<file path="config.mk">
export PLATFORM = sky130hd
export DESIGN_NAME = ddr_reset_seq
export DESIGN_NICKNAME = d
export VERILOG_FILES = /design/src/rtl/ddr_reset_seq.sv
export SDC_FILE = /design/constraint.sdc
export NUM_CORES = 1
export LEC_CHECK = 0
export ABC_AREA = 1
export ABC_CLOCK_PERIOD_IN_PS = 2000
export BUFFER_PORTS_ARGS = -buffer_cell sky130_fd_sc_hd__buf_2
export CAP_MARGIN = 10
export CORE_AREA = 3 3 64 66
export DETAILED_ROUTE_END_ITERATION = 7
export DIE_AREA = 0 0 67 69
export SLEW_MARGIN = 20
export SYNTH_ARGS = -nofsm -noshare
export SYNTH_HDL_FRONTEND = slang
export SYNTH_SLANG_ARGS = --single-unit
export TNS_END_PERCENT = 50
</file>
<file path="constraint.sdc">
create_clock -name clock -period 2 [get_ports clock]
set_input_delay 0.1 -clock clock [delete_from_list [all_inputs] [get_ports clock]]
set_output_delay 0.1 -clock clock [all_outputs]
set_load 0.005 [all_outputs]
</file>
<file path="src/rtl/ddr_reset_seq.sv">
// Power-up sequencer for NUM_CH DDR channels: staggered reset release, CKE enable,
// then init_done after a fixed settle time. Restartable by software at any point.
module ddr_reset_seq #(
  parameter int unsigned NUM_CH      = 2,
  parameter int unsigned RST_LOW_CYC = 20,
  parameter int unsigned STAGGER_CYC = 4,
  parameter int unsigned CKE_DLY_CYC = 50,
  parameter int unsigned INIT_CYC    = 10,
  parameter int unsigned CNT_W       = 16
) (
  input  logic              clock,
  input  logic              reset_n,
  input  logic              start,
  input  logic              sw_rst_req,
  output logic [NUM_CH-1:0] ddr_reset_n,
  output logic [NUM_CH-1:0] cke,
  output logic              init_done,
  output logic              busy,
  output logic [2:0]        state
);

  typedef enum logic [2:0] {
    StIdle      = 3'd0,
    StRstAssert = 3'd1,
    StCkeWait   = 3'd2,
    StInitWait  = 3'd3,
    StDone      = 3'd4
  } state_e;

  localparam longint unsigned CntLimit = 64'd1 << CNT_W;
  localparam longint unsigned RstMax   =
      longint'(RST_LOW_CYC) + longint'(NUM_CH - 1) * longint'(STAGGER_CYC);

  if (NUM_CH < 1 || NUM_CH > 8) begin : g_bad_num_ch
    $error("ddr_reset_seq: NUM_CH must be 1..8");
  end
  if (CNT_W < 1 || CNT_W > 32) begin : g_bad_cnt_w
    $error("ddr_reset_seq: CNT_W must be 1..32");
  end
  if (RST_LOW_CYC < 1 || CKE_DLY_CYC < 1 || INIT_CYC < 1) begin : g_bad_dur
    $error("ddr_reset_seq: phase durations must be >= 1");
  end
  if (RstMax >= CntLimit || longint'(CKE_DLY_CYC) >= CntLimit ||
      longint'(INIT_CYC) >= CntLimit) begin : g_bad_width
    $error("ddr_reset_seq: a phase duration does not fit in CNT_W bits");
  end

  // Thresholds are one less than the duration because outputs are registered.
  localparam logic [CNT_W-1:0] CkeThr  = CNT_W'(CKE_DLY_CYC - 1);
  localparam logic [CNT_W-1:0] InitThr = CNT_W'(INIT_CYC - 1);

  state_e             state_q, state_d;
  logic [CNT_W-1:0]   cnt_q, cnt_d;
  logic [NUM_CH-1:0]  ddr_reset_n_q, ddr_reset_n_d;
  logic [NUM_CH-1:0]  cke_q, cke_d;
  logic               init_done_q, init_done_d;
  logic [NUM_CH-1:0]  rel_hit;

  for (genvar i = 0; i < NUM_CH; i++) begin : g_rel
    localparam logic [CNT_W-1:0] RelThr = CNT_W'(RST_LOW_CYC + i * STAGGER_CYC - 1);
    assign rel_hit[i] = (cnt_q >= RelThr);
  end

  always_ff @(posedge clock or negedge reset_n) begin
    if (!reset_n) begin
      state_q       <= StIdle;
      cnt_q         <= '0;
      ddr_reset_n_q <= '0;
      cke_q         <= '0;
      init_done_q   <= 1'b0;
    end else begin
      state_q       <= state_d;
      cnt_q         <= cnt_d;
      ddr_reset_n_q <= ddr_reset_n_d;
      cke_q         <= cke_d;
      init_done_q   <= init_done_d;
    end
  end

  always_comb begin
    state_d = state_q;
    if (sw_rst_req) begin
      state_d = StRstAssert;
    end else begin
      unique case (state_q)
        StIdle:      if (start) state_d = StRstAssert;
        StRstAssert: if (rel_hit[NUM_CH-1]) state_d = StCkeWait;
        StCkeWait:   if (cnt_q >= CkeThr) state_d = StInitWait;
        StInitWait:  if (cnt_q >= InitThr) state_d = StDone;
        StDone:      state_d = StDone;
        default:     state_d = StIdle;
      endcase
    end

    // Cleared on every entry (including a re-entry of RST_ASSERT); saturates, never wraps.
    cnt_d = cnt_q;
    if (sw_rst_req || state_d != state_q) begin
      cnt_d = '0;
    end else if (cnt_q != {CNT_W{1'b1}}) begin
      cnt_d = cnt_q + 1'b1;
    end
  end

  always_comb begin
    ddr_reset_n_d = ddr_reset_n_q;
    cke_d         = cke_q;
    init_done_d   = init_done_q;
    if (sw_rst_req) begin
      ddr_reset_n_d = '0;
      cke_d         = '0;
      init_done_d   = 1'b0;
    end else begin
      unique case (state_q)
        StIdle: begin
          ddr_reset_n_d = '0;
          cke_d         = '0;
          init_done_d   = 1'b0;
        end
        StRstAssert: ddr_reset_n_d = ddr_reset_n_q | rel_hit;
        StCkeWait:   if (cnt_q >= CkeThr) cke_d = '1;
        StInitWait:  if (cnt_q >= InitThr) init_done_d = 1'b1;
        default:     ;
      endcase
    end
  end

  assign ddr_reset_n = ddr_reset_n_q;
  assign cke         = cke_q;
  assign init_done   = init_done_q;
  assign busy        = (state_q == StRstAssert) || (state_q == StCkeWait) ||
                       (state_q == StInitWait);
  assign state       = state_q;

endmodule

</file>
# Word level (Yosys, flattened, before mapping)
# Index checks and enable logic that the tools add are counted.
[word_totals] regBits=24 in_bits=4 elab_cells=45
[classes] addsub=1 magnitude_cmp=4 eq_ne=8 mux=16 n_bitwise=1 n_reduce_logical=10
[ops] operator="$ge A16 B5 Y1 const B" n=2
[ops] operator="$mux W16" n=2
[ops] operator="$add A16 B1 Y16 const B" n=1
[ops] operator="$ge A16 B4 Y1 const B" n=1
[ops] operator="$ge A16 B6 Y1 const B" n=1
[ops] operator="$ne A16 B16 Y1 const B" n=1
[ops] operator="$mux W3" n=5
[ops] operator="$pmux W3 S5" n=1
[ops] operator="$reduce_bool A3 Y1" n=3
[ops] operator="$pmux W2 S2" n=2
[ops] operator="$eq A3 B2 Y1 const B" n=2
[ops] operator="$mux W2" n=3
[ops] operator="$ne A3 B3 Y1 const B" n=2
[ops] operator="$reduce_and A2 Y1" n=2
[ops] operator="$eq A3 B1 Y1 const B" n=1
[ops] operator="$eq A3 B3 Y1 const B" n=1
[ops] operator="$logic_not A3 Y1" n=1
[ops] operator="$logic_or A1 B1 Y1" n=3
[ops] operator="$ne A3 B3 Y1" n=1
[ops] operator="$mux W1" n=2
[ops] operator="$or A2 B2 Y2" n=1
[ops] operator="$pmux W1 S2" n=1
[ops] operator="$reduce_bool A2 Y1" n=1

# Depth between registers and ports, before layout
[depth] word_depth=7 depth_mapped=13 ltp_nobuf=12

# Least setup slack after synthesis
# No wires, ideal clock.
[synth_timing] path_kind="register to register" startpoint="reg cnt_q[0]" endpoint="reg cnt_q[10]" setup_time_ns=0.122 arrival_ns=1.447 required_time_ns=1.878 slack_ns=0.431 path_stages_with_launch=13 period_less_slack_ns=1.569 path_cell_list="dfrtp_1 -> ha_1 -> nand2_1 -> nand2_1 -> a21oi_1 -> nand3_1 -> nand2_1 -> inv_1 -> nand3_2 -> nand2_2 -> nand2_4 -> buf_12 -> nor2_2"
[synth_via] elab_chain_len=7 elab_cells_between_ends=15 classes_between="1 x add/sub; 3 x order compare; 2 x eq/ne; 7 x mux; 2 x reduce/logical"
[synth_rtl] element="start, declared" line="53" text="logic [CNT_W-1:0] cnt_q, cnt_d;"
[synth_rtl] element="start signal, assigned" line="73" text="cnt_q <= cnt_d;"
[synth_rtl] element="$ge A16 B4 Y1, or another cell as far along" line="89" text="StInitWait: if (cnt_q >= InitThr) state_d = StDone;"
[synth_rtl] element="$mux W3, on equally long branches" line="89, 87, 88"
[synth_rtl] element="$pmux W3 S5 (*)" line="85" text="unique case (state_q)"
[synth_rtl] element="$mux W3 (*)" line="82" text="if (sw_rst_req) begin"
[synth_rtl] element="named net state_d[0]" line="52" text="state_e state_q, state_d;"
[synth_rtl] element="$ne A3 B3 Y1 (*)" line="97" text="if (sw_rst_req || state_d != state_q) begin"
[synth_rtl] element="$logic_or A1 B1 Y1 (*)" line="97"
[synth_rtl] element="$mux W16 or $reduce_bool A2 Y1 (tied branches)"
# The timed path passes the listed nets; every way through them passes the cells marked *. The select of a mux whose other input is x is not followed.
# A chain may end at the register's enable or synchronous reset.

# Worst setup path in the final report
[layout_timing] startpoint="reg cnt_q[1]" endpoint="reg cnt_q[15]"
# The elaborated chain is that of the path after synthesis.

==> run_results.csv <==
group,metric,value,unit
critical_path,critical_path_required,2150,ps
timing,achievable-frequency,0.577,GHz
detailed_routing,via_per_inst,4.77,
floorplanning,core_area,3630,um^2
global_routing,grt_use_met1,19.6,%
timing,timing.slew.headroom,63.1,%
critical_path,cp_cell_sequence,"inv_1 > ha_1 > inv_1 > nand3_1 > a21oi_1 > nand3_1 > nand2_1 > inv_1 > nand3_2 > nand2_2 > nand2_8 > nor2_1",
pwr,p_per_area,508,nW/um^2
synthesis,synth_top_area_share,39.8,%
clock_tree,cts_tree,"done",
synthesis,yosysWarningCount,0,
critical_path,cpMaxStageDelayCell,"dfrtp_1",
pwr,power.clock.fraction,34.8,%
placement,port_buf_inserts,12,
placement,dpl.hpwl,2.12,mm
synthesis,ys.flop_type,"dfrtp_1",
pwr,sequential_group_share_of_total_power,58.2,%
clock_tree,clk_latency,260,ps
detailed_routing,detailroute.via_count,1188,
detailed_routing,drt-total-wl,2.78,mm
synthesis,synth_seq_area_share,39.8,%
synthesis,synthArstFlopShare,100,%
clock_tree,clock_path_buffers,2,
pwr,ir_drop,0.359,mV
clock_tree,cts.root.buffer_cell,"clkbuf_8",
timing,timing_hold_violations_final,0,
pwr,power.internal,627,uW
critical_path,worstSetupPathType,"reg2reg",
global_routing,globalRouteMet2Util,21.0,%
detailed_routing,detail_route.first_pass.iterations,4,
status,status,"finished clean",
timing,layout_min_cycle_time,1730,ps
placement,post-place-ws,212,ps
critical_path,crit_end_category,"flop",
floorplanning,start_util,39.8,%
detailed_routing,avgRoutedWirePerCell,11.2,um
floorplanning,rows,22,
critical_path,critical_path_peak_fanout,16,
floorplanning,fp.dieArea,4620,um^2
global_routing,grt_pass1_vias,1120,
timing,tns,0,ps
cells_and_area,final_layout_size_suffix_gt1_share,21.4,%
cells_and_area,num-nets-final,209,
floorplanning,dieHeight,69,um
clock_tree,clkTransAtPathRegs,80,ps
global_routing,global_route_wire_length_before_repair,5.01,mm
global_routing,gr-total-overflow,0,
pwr,p_switching,188,uW
global_routing,grt-busiest-layer,"met2",
pwr,p_sw_share,23.1,%
synthesis,synth_edf_count,0,
clock_tree,post-cts-setup-buffers,0,
timing,grt_setup_unrepaired,"false",
cells_and_area,area_growth_syn_to_fin,10.9,%
floorplanning,die-width,67,um
clock_tree,h-tree-depth,1,
clock_tree,clock_sink_total,23,
synthesis,ys_top_cells_by_area,"dfrtp_1, nand2_1, inv_1",
synthesis,yosysMostFrequentCell,"nand2_1",
clock_tree,cts-buffers-inserted,3,
critical_path,critical-path-top-cell-by-count,"inv_1",
timing,pins_over_slew_limit,0,
detailed_routing,post-route-drc-count,0,
cells_and_area,antenna_cells_inserted,0,
global_routing,largest_net_degree_at_the_start_of_global_routing,24,
synthesis,synth_top_area_cell,"dfrtp_1",
run,maxCapViolations,0,
detailed_routing,ant_nets,0,
critical_path,cp_launch_type,"flop",
synthesis,ys_seq_elements,23,
synthesis,synthesis.instances,186,
timing,tightest_hold_margin,48.3,ps
placement,placed_area,1540,um^2
placement,numPlacedInstances,244,
synthesis,syn_area,1450,um^2
timing,worstMarginPinSlew,554,ps
global_routing,antenna_found_initial,0,
min_path,class_of_the_most_critical_hold_timing_path,"in2reg",
cells_and_area,final_area,1600,um^2
timing,report.final.setup_viol,0,
floorplanning,top_level_ports,13,
synthesis,synth_cell_types,27,
pwr,comb_power_share,7.0,%
synthesis,syn-mean-instance-area,7.78,um^2
critical_path,critical_path.max_stage_delay,380,ps
detailed_routing,detailedRoute.firstIterationViolations,69,
synthesis,mappedNetlistNets,193,
critical_path,cp_data_arrival_time,1880,ps
placement,gpl.final_weighted_congestion,0.814,
synthesis,synth_top_cells_by_count,"nand2_1, inv_1, dfrtp_1, nor2_1, nor2_2",
global_routing,grtUsageTotal,13.6,%
cells_and_area,post_route_insts_no_fill,249,
pwr,p_leak,0.000825,uW
timing,timing.final.crit_share,86.6,%
timing,finalWorstSetupSlack,267,ps
timing,finalClockSkew,3.44,ps
global_routing,use_met3,1.95,%
sequential cells by signal, indices dropped and copies added (netlist names):
register and flops:
init_done 1, cke 1, ddr_reset_n 2, cnt_q 16, state 3
logic make-up after synthesis:
| logic type | Yosys count | share of synthesized area [%] |
|---|---|---|
| fa+ha+maj | 3 | 2.60 |
| simple gates | 104 | 36.8 |
| buf+inv | 29 | 8.91 |
| compound gates | 20 | 7.70 |
| xor+xnor | 7 | 4.24 |
| flops | 23 | 39.8 |
timing repair:
action	CTS	global route
setup endpoints to repair	0	2
resized for setup	0	1
endpoints found under the hold margin	23	0
hold buffers	1	0
cell type report:
cell class,instances,area [um^2]
Inverter,27,101
Multi-Input combinational cell,134,751
Clock inverter,1,5.00
Sequential cell,23,576
Fill cell,386,2030
Timing Repair Buffer,13,70.1
Clock buffer,3,41.3
Tap cell,48,60.1
critical path: cells and delay by family (launching register included):
kind / cells / cell delay (ps)
DFF: 1 / 380
and+or+nand+nor: 7 / 670
buffers and inverters: 3 / 200
AOI/OAI and AO/OA: 1 / 190
adders and majority gates: 1 / 190
layer usage:
layer  vias up  wire length [um]
li1        619                 -
met1       548              1370
met2        17              1290
met3         4                87
met4         0                30
met5         -                 0
final timing paths:
path | depth (start not counted) | endpoint | slack [ps] | start
min in group asynchronous | 2 | state[2] | 350 | reset_n
worst max-delay path | 12 | cnt_q[15] | 270 | cnt_q[1]
worst max register to register | 12 | cnt_q[15] | 270 | cnt_q[1]
worst min-delay path | 2 | state[2] | 50 | sw_rst_req
max in group asynchronous | 2 | ddr_reset_n[1] | 1280 | reset_n
worst min register to register | 2 | ddr_reset_n[0] | 520 | ddr_reset_n[0]
placed cells by master, fill, tap and decap left out:
cell / count
nand2_1: 36
dfrtp_1: 23
nand3_2: 2
o21ai_0: 7
o22ai_1: 2
dlygate4sd3_1: 1
inv_1: 26
inv_2: 1
nand2_8: 1
nand4_1: 1
clkinv_2: 1
nand3_1: 12
nor4_1: 1
a21oi_1: 9
ha_1: 3
and3_2: 1
xnor2_1: 1
nor2_2: 13
a41o_1: 1
nand4_2: 2
nor3_1: 6
nor2_4: 3
clkbuf_8: 3
xor2_1: 6
buf_2: 12
nor2_1: 23
a21oi_2: 1
nand2_2: 2
nor3_4: 1
power groups by stage:
stage / clock network (uW) / registers, uW / logic (uW)
after floorplan: 0 / 483 / 38.6
after global placement: 0 / 484 / 56.2
after detailed placement: 0 / 484 / 55.1
after CTS: 302 / 475 / 56.9
after global routing: 319 / 476 / 66.5
final: 284 / 475 / 57.0
per-stage QoR:
stage                     power (uW)  util (%)
after floorplan                  522         -
after global placement           540      42.4
after detailed placement         539      42.4
after CTS                        834      43.9
after global routing             862      44.1
final                            815      44.1
(Power assumes the default switching activity.)
